## config.mk

```make
export PLATFORM = sky130hd
export DESIGN_NAME = multicycle_control_fsm
export DESIGN_NICKNAME = d
export VERILOG_FILES = /design/src/rtl/multicycle_control_fsm.sv
export SDC_FILE = /design/constraint.sdc
export NUM_CORES = 1
export LEC_CHECK = 0
export ABC_AREA = 0
export ABC_CLOCK_PERIOD_IN_PS = 2900
export CORE_AREA = 2 2 47 49
export DETAILED_ROUTE_END_ITERATION = 10
export DIE_AREA = 0 0 49 51
export PLACE_DENSITY = 0.62
export SYNTH_ARGS = -nofsm -noshare
export SYNTH_HDL_FRONTEND = slang
export SYNTH_SLANG_ARGS = --single-unit
```

## constraint.sdc

```tcl
create_clock -name clk -period 2.9 [get_ports clk]
set_input_delay 0.435 -clock clk [delete_from_list [all_inputs] [get_ports clk]]
set_output_delay 0.435 -clock clk [all_outputs]
set_load 0.01 [all_outputs]
```

## src/rtl/multicycle_control_fsm.sv

```systemverilog
// Multicycle RV32I main control FSM: sequences fetch/decode/execute/mem/writeback and drives datapath selects/enables.
// Outputs are Moore from the current state. BRANCH pc_write is combinational from flags/funct3. No backpressure.
module multicycle_control_fsm #(
  parameter logic TRAP_ILLEGAL = 1'b1
) (
  input  logic       clk,
  input  logic       rst_n,
  input  logic [6:0] op,
  input  logic [2:0] funct3,
  input  logic       zero,
  input  logic       Sign,
  output logic       pc_write,
  output logic       adr_src,
  output logic       mem_write,
  output logic       ir_write,
  output logic [1:0] result_src,
  output logic [1:0] alu_src_a,
  output logic [1:0] alu_src_b,
  output logic [1:0] alu_op,
  output logic       reg_write,
  output logic       illegal,
  output logic [3:0] state_o
);

  typedef enum logic [3:0] {
    S_FETCH    = 4'd0,
    S_DECODE   = 4'd1,
    S_MEMADR   = 4'd2,
    S_MEMREAD  = 4'd3,
    S_MEMWB    = 4'd4,
    S_MEMWRITE = 4'd5,
    S_EXECUTER = 4'd6,
    S_EXECUTEI = 4'd7,
    S_ALUWB    = 4'd8,
    S_BRANCH   = 4'd9,
    S_JAL      = 4'd10,
    S_ILLEGAL  = 4'd15
  } state_t;

  state_t state, state_nxt;
  logic   branch_taken;

  always_ff @(posedge clk or negedge rst_n) begin
    if (!rst_n) state <= S_FETCH;
    else        state <= state_nxt;
  end

  // blt/bge use the raw result sign; signed overflow is deliberately ignored
  always_comb begin
    case (funct3)
      3'b000:  branch_taken = zero;
      3'b001:  branch_taken = ~zero;
      3'b100:  branch_taken = Sign;
      3'b101:  branch_taken = ~Sign;
      default: branch_taken = 1'b0;
    endcase
  end

  always_comb begin
    state_nxt  = S_FETCH;
    pc_write   = 1'b0;
    adr_src    = 1'b0;
    mem_write  = 1'b0;
    ir_write   = 1'b0;
    result_src = 2'b00;
    alu_src_a  = 2'b00;
    alu_src_b  = 2'b00;
    alu_op     = 2'b00;
    reg_write  = 1'b0;
    illegal    = 1'b0;
    case (state)
      S_FETCH: begin
        ir_write   = 1'b1;
        alu_src_b  = 2'b10;
        result_src = 2'b10;
        pc_write   = 1'b1;
        state_nxt  = S_DECODE;
      end
      S_DECODE: begin
        alu_src_a = 2'b01;
        alu_src_b = 2'b01;
        case (op)
          7'b0000011, 7'b0100011: state_nxt = S_MEMADR;
          7'b0110011:             state_nxt = S_EXECUTER;
          7'b0010011:             state_nxt = S_EXECUTEI;
          7'b1100011:             state_nxt = S_BRANCH;
          7'b1101111:             state_nxt = S_JAL;
          default:                state_nxt = TRAP_ILLEGAL ? S_ILLEGAL : S_FETCH;
        endcase
      end
      S_MEMADR: begin
        alu_src_a = 2'b10;
        alu_src_b = 2'b01;
        state_nxt = op[5] ? S_MEMWRITE : S_MEMREAD;
      end
      S_MEMREAD: begin
        adr_src   = 1'b1;
        state_nxt = S_MEMWB;
      end
      S_MEMWB: begin
        result_src = 2'b01;
        reg_write  = 1'b1;
      end
      S_MEMWRITE: begin
        adr_src   = 1'b1;
        mem_write = 1'b1;
      end
      S_EXECUTER: begin
        alu_src_a = 2'b10;
        alu_op    = 2'b10;
        state_nxt = S_ALUWB;
      end
      S_EXECUTEI: begin
        alu_src_a = 2'b10;
        alu_src_b = 2'b01;
        alu_op    = 2'b10;
        state_nxt = S_ALUWB;
      end
      S_ALUWB: reg_write = 1'b1;
      S_JAL: begin
        alu_src_a = 2'b01;
        alu_src_b = 2'b10;
        pc_write  = 1'b1;
        state_nxt = S_ALUWB;
      end
      S_BRANCH: begin
        alu_src_a = 2'b10;
        alu_op    = 2'b01;
        pc_write  = branch_taken;
      end
      S_ILLEGAL: begin
        illegal   = 1'b1;
        state_nxt = S_ILLEGAL;
      end
      default: state_nxt = S_FETCH;
    endcase
    // Reset holds state at FETCH; suppress its enables so nothing commits while held
    if (!rst_n) begin
      pc_write  = 1'b0;
      ir_write  = 1'b0;
      mem_write = 1'b0;
      reg_write = 1'b0;
      illegal   = 1'b0;
    end
  end

  assign state_o = state;

endmodule

```

# After elaboration in Yosys (flattened, before gate mapping)

Cells that the tools add are included.

Register bits: 4
Input port bits: 14
Output and inout port bits: 18
Word-level logic and storage cells: 53

Equal/unequal tests: 20
Mux-type cells: 19
Bitwise operators: 2
Reductions and logical operators: 11

Operator list:

| operator           | number |
|---|---|
| $pmux 4 s6         | 1 |
| $pmux 4 s5         | 1 |
| $eq 4x3->1 const B | 4 |
| $eq 4x4->1 const B | 4 |
| $pmux 2 s2         | 4 |
| $eq 7x6->1 const B | 2 |
| $eq 7x7->1 const B | 2 |
| $reduce_or 2->1    | 6 |
| $mux 1             | 10 |
| $eq 4x2->1 const B | 2 |
| $eq 7x2->1 const B | 1 |
| $eq 7x5->1 const B | 1 |
| $eq 3x3->1 const B | 2 |
| $reduce_or 3->1    | 2 |
| $eq 4x1->1 const B | 1 |
| $logic_not 4->1    | 1 |
| $pmux 1 s4         | 1 |
| $reduce_or 4->1    | 1 |
| $eq 3x1->1 const B | 1 |
| $logic_not 3->1    | 1 |
| $mux 3             | 1 |
| $not 1->1          | 2 |
| $pmux 1 s2         | 1 |

# Longest topological paths before layout

Depth after elaboration: 4
Gate-level depth with buffers: 5
Gate-level depth less buffers: 3

# Worst setup path before layout

Ideal clock, no wire load.

Path kind: register to output
Start: reg state[2] (netlist: state_o[2])
End: out pc_write
Arrival: 1,240 ps
Required time: 2,465 ps
Slack: 1,225 ps
Cell stages (with the launch flop): 5
Path buffers: 2
Cell sequence: dfrtp_1 buf_6 buf_6 nor3_1 o2bb2ai_1

Word-level cells in the longest chain between the ends: 4
Elaborated cells on any way between the ends: 6
Classes of those cells: eq/ne (2); mux (2); reduce/logical (2)

Ends and longest elaborated chain:

| what                                                 | RTL line | source |
|---|---|---|
| start, declared                                      | 40       | `state_t state, state_nxt;` |
| start signal, assigned                               | 45       | `else state <= state_nxt;` |
| $eq 4x4->1 / $logic_not 4->1 (equally long branches) | 71       | `case (state)` |
| $reduce_or 2->1 (no line)                            | --       |  |
| $pmux 1 s2 *                                         | 71       |  |
| $mux 1 *                                             | 138      | `if (!rst_n) begin` |
| end, declared                                        | 12       | `output logic pc_write,` |

Mark *: on every way between the ends. The rest lies on a longest branch, timed or not.

# Worst setup path after layout

Start: reg state[1] (netlist: state_o[1])
End: out alu_src_a[0]

Word-level cells in the longest chain between the ends: 3
Elaborated cells on any way between the ends: 9
Classes of those cells: eq/ne (6); mux (1); reduce/logical (2)

Ends and longest elaborated chain:

| what                                                                | RTL line | source |
|---|---|---|
| $eq 4x3->1, or another cell as far along                            | 71       |  |
| $reduce_or 4->1 (no line) / $reduce_or 2->1 (equally long branches) | --       |  |
| $pmux 2 s2 *                                                        | 71       |  |
| end, declared                                                       | 17       | `output logic [1:0] alu_src_a,` |

Marks and branches as above.

==> reports/metrics.csv <==
stage;metric;value;unit
grt;grt_pass1_vias;581;
cts;cts_sinks;4;
worst_setup_path;criticalPathCategory;reg2out;
worst_setup_path;cp_data_required_time;2470;ps
timing;relSlewSlack;0.5846;
synthesis;netlist.area_leader.share;0.1865;
layout;fillers;221;
place;post-dp-hpwl;1.036;mm
timing;fin_worst_skew;1.327;ps
layout;largest_reg_flops;4;
drt;dr.pass1.iters;4;
worst_setup_path;setup.worst_path.start_class;flip-flop;
timing;hold_viol;0;
synthesis;syn-num-nets;84;
synthesis;synth_area_leaders;dfrtp_1 19%, buf_6 8.4%, nor3_1 5.6%;
synthesis;synth.distinct_cells;34;
place;dp_slack;501.5;ps
synthesis;ys.flop_type;dfrtp_1;
synthesis;synth_edf_count;0;
place;gp_congestion;0.8019;
hold_path;min_path_type;in2async;
synthesis;synthTopCellsByCount;7 x nor2_1, 6 x nor3_1;
cts;cts_buffers;3;
layout;nets;113;
synthesis;avgSynthCellArea;7.668;µm²
synthesis;yosys_warnings;0;
synthesis;syn_inst;70;
layout;drive_above_1_share;0.07216;
grt;grt_max_degree;20;
pwr;peakVddDrop;0.3942;mV
cts;post_cts_buffers;0;
cts;tritoncts;done;
timing;worst_slew_pin_slew;623.1;ps
floorplanning;coreArea;2063;µm²
floorplanning;rows;17;
timing;timing.fmax;392.1;MHz
drt;drc;0;
floorplanning;die_w;49;µm
cts;max-clock-path-buffers;2;
drt;antenna_left;0;
drt;drt_iter0_drc;6;
synthesis;synth-seq-cells;4;
worst_setup_path;reg2reg_from;state_o[1];
floorplanning;fp.dieH;51;µm
cts;cts-resized-gates;0;
pwr;power;0.7748;mW
drt;vias_per_cell;4.880;
grt;gr-usage-all-layers;0.1136;
job;cap_violations;0;
timing;setup_ws;349.7;ps
timing;grt_setup_unrepaired;false;
synthesis;ys_async_sr_fraction;1.000;
place;dp_cells;122;
layout;stdcell_count;125;
pwr;p_leak;0.3162;nW
drt;wl_per_cell;10.94;µm
grt;antenna_found_initial;0;
drt;routed_wl;1.368;mm
worst_setup_path;ff2ff_path_depth;3;
layout;n_antenna_cell;0;
status;outcome;completed;
worst_setup_path;slowest_delay;670;ps
synthesis;yosysTopAreaCell;dfrtp_1;
worst_setup_path;crit_path_end_kind;output pin;
grt;grt-ovfl-total;0;
place;portBuffers;31;
drt;vias;610;
layout;area_growth;56.41;%
floorplanning;pin_count;32;
worst_setup_path;reg2reg_setup_slack;1490;ps
cts;cts_root_buf;clkbuf_4;
worst_setup_path;crit_buf_inv;2;
timing;setup_viol_count_final;0;
worst_setup_path;critPathTopFamily;buffers and inverters;
worst_setup_path;r2r-end;state_o[2];
synthesis;yosysSeqAreaShare;0.1865;
worst_setup_path;cp_slowest_cell;dfrtp_1;
synthesis;post-synth-top-count-cell;nor2_1;
cts;cts.clk_slew.worst_paths;40;ps
worst_setup_path;path_cells;inv_2, or3_1, a21oi_1, clkdlybuf4s50_1;
worst_setup_path;arrival;2120;ps
timing;post-route-period-util;0.8794;
floorplanning;dieArea;2499;µm²
cts;h-tree-depth;1;
pwr;power_density;922.9;nW/µm²
floorplanning;initial_core_util;0.2602;
cts;clk_latency;230;ps
timing;final.setup.tns;0;ps
grt;grt_pass1_wl;2.283;mm
cts;cts.hold.buffers_added;0;
timing;maxSlewViolCount;0;
worst_setup_path;path_max_fanout;16;
timing;fin_crit;2550;ps
synthesis;synth_area;536.8;µm²
[final cells by class]
class | count | area, µm² | area share
Multi-Input combinational cell | 56 | 360.3 | 0.4292
Sequential cell | 4 | 100.1 | 0.1192
Inverter | 3 | 11.26 | 0.01341
Timing Repair Buffer | 31 | 310.3 | 0.3696
Tap cell | 28 | 35.03 | 0.04173
Clock buffer | 3 | 22.52 | 0.02683
[how the worst max path moves through the flow]
stage | depth (start not counted) | from | slack [ps] | endpoint
after floorplan | 4 | state_o[2] | 1220 | pc_write
after global placement | 4 | rst_n | 530 | ir_write
after detailed placement | 4 | rst_n | 500 | ir_write
after CTS | 4 | state_o[1] | 350 | alu_src_a[0]
after global routing | 4 | state_o[1] | 210 | alu_src_a[0]
final | 4 | state_o[1] | 350 | alu_src_a[0]
[layout by cell type (no fill, tap or decap), drive strengths merged, types with 2 or more instances in the layout]
cell type | synthesis | routed
nand2 | 2 | 2
and3 | 3 | 3
nor3b | 2 | 2
xor2 | 3 | 3
o21ai | 5 | 5
clkdlybuf4s50 | 0 | 31
inv | 3 | 3
nand3 | 2 | 2
nor2 | 7 | 7
dfrtp | 4 | 4
nor3 | 7 | 7
clkbuf | 0 | 3
nor2b | 2 | 2
a21oi | 4 | 4
nor4 | 2 | 2
nand3b | 2 | 2
xnor2 | 2 | 2
[cell families (layout without fill, tap and decap cells)]
group                     after synthesis  count (layout)  synth area share
buffers and inverters                  10              37            0.1422
and+or+nand+nor                        36              36            0.4033
DFF                                     4               4            0.1865
xor gates and xnor gates                5               5           0.08160
muxes                                   1               1           0.01865
AOI/OAI and AO/OA                      14              14            0.1678
[worst register-to-register path: cells and delay by family, from the launching register on]
family,cells,cell delay (ps)
AO/OA/AOI/OAI,1,320
flip-flops,1,560
AND/OR/NAND/NOR,2,420
[power by group]
part	total [mW]	switching [mW]	internal (mW)
sequential	0.204	0.123	0.0803
combinational	0.503	0.198	0.305
clock	0.0685	0.0222	0.0463
[per-layer routing]
layer | GRT usage | up-vias | wire [µm]
li1 | - | 309 | -
met1 | 0.1212 | 282 | 556
met2 | 0.1986 | 17 | 727
met3 | 0.03801 | 2 | 80
met4 | 0.06190 | 0 | 5
met5 | 0 | - | 0
[metrics by stage]
stage / instance area [µm²] / hold slack [ps] / util
3_5_place_dp: 817.0 / 723.2 / 0.3960
2_1_floorplan: 536.8 / 139.4 / -
3_3_place_gp: 817.0 / 717.3 / 0.3960
4_1_cts: 839.6 / 467.9 / 0.4069
5_1_grt: 839.6 / 487.1 / 0.4069
6_report: 839.6 / 475.8 / 0.4069
Power figures use the tool's default switching activity.
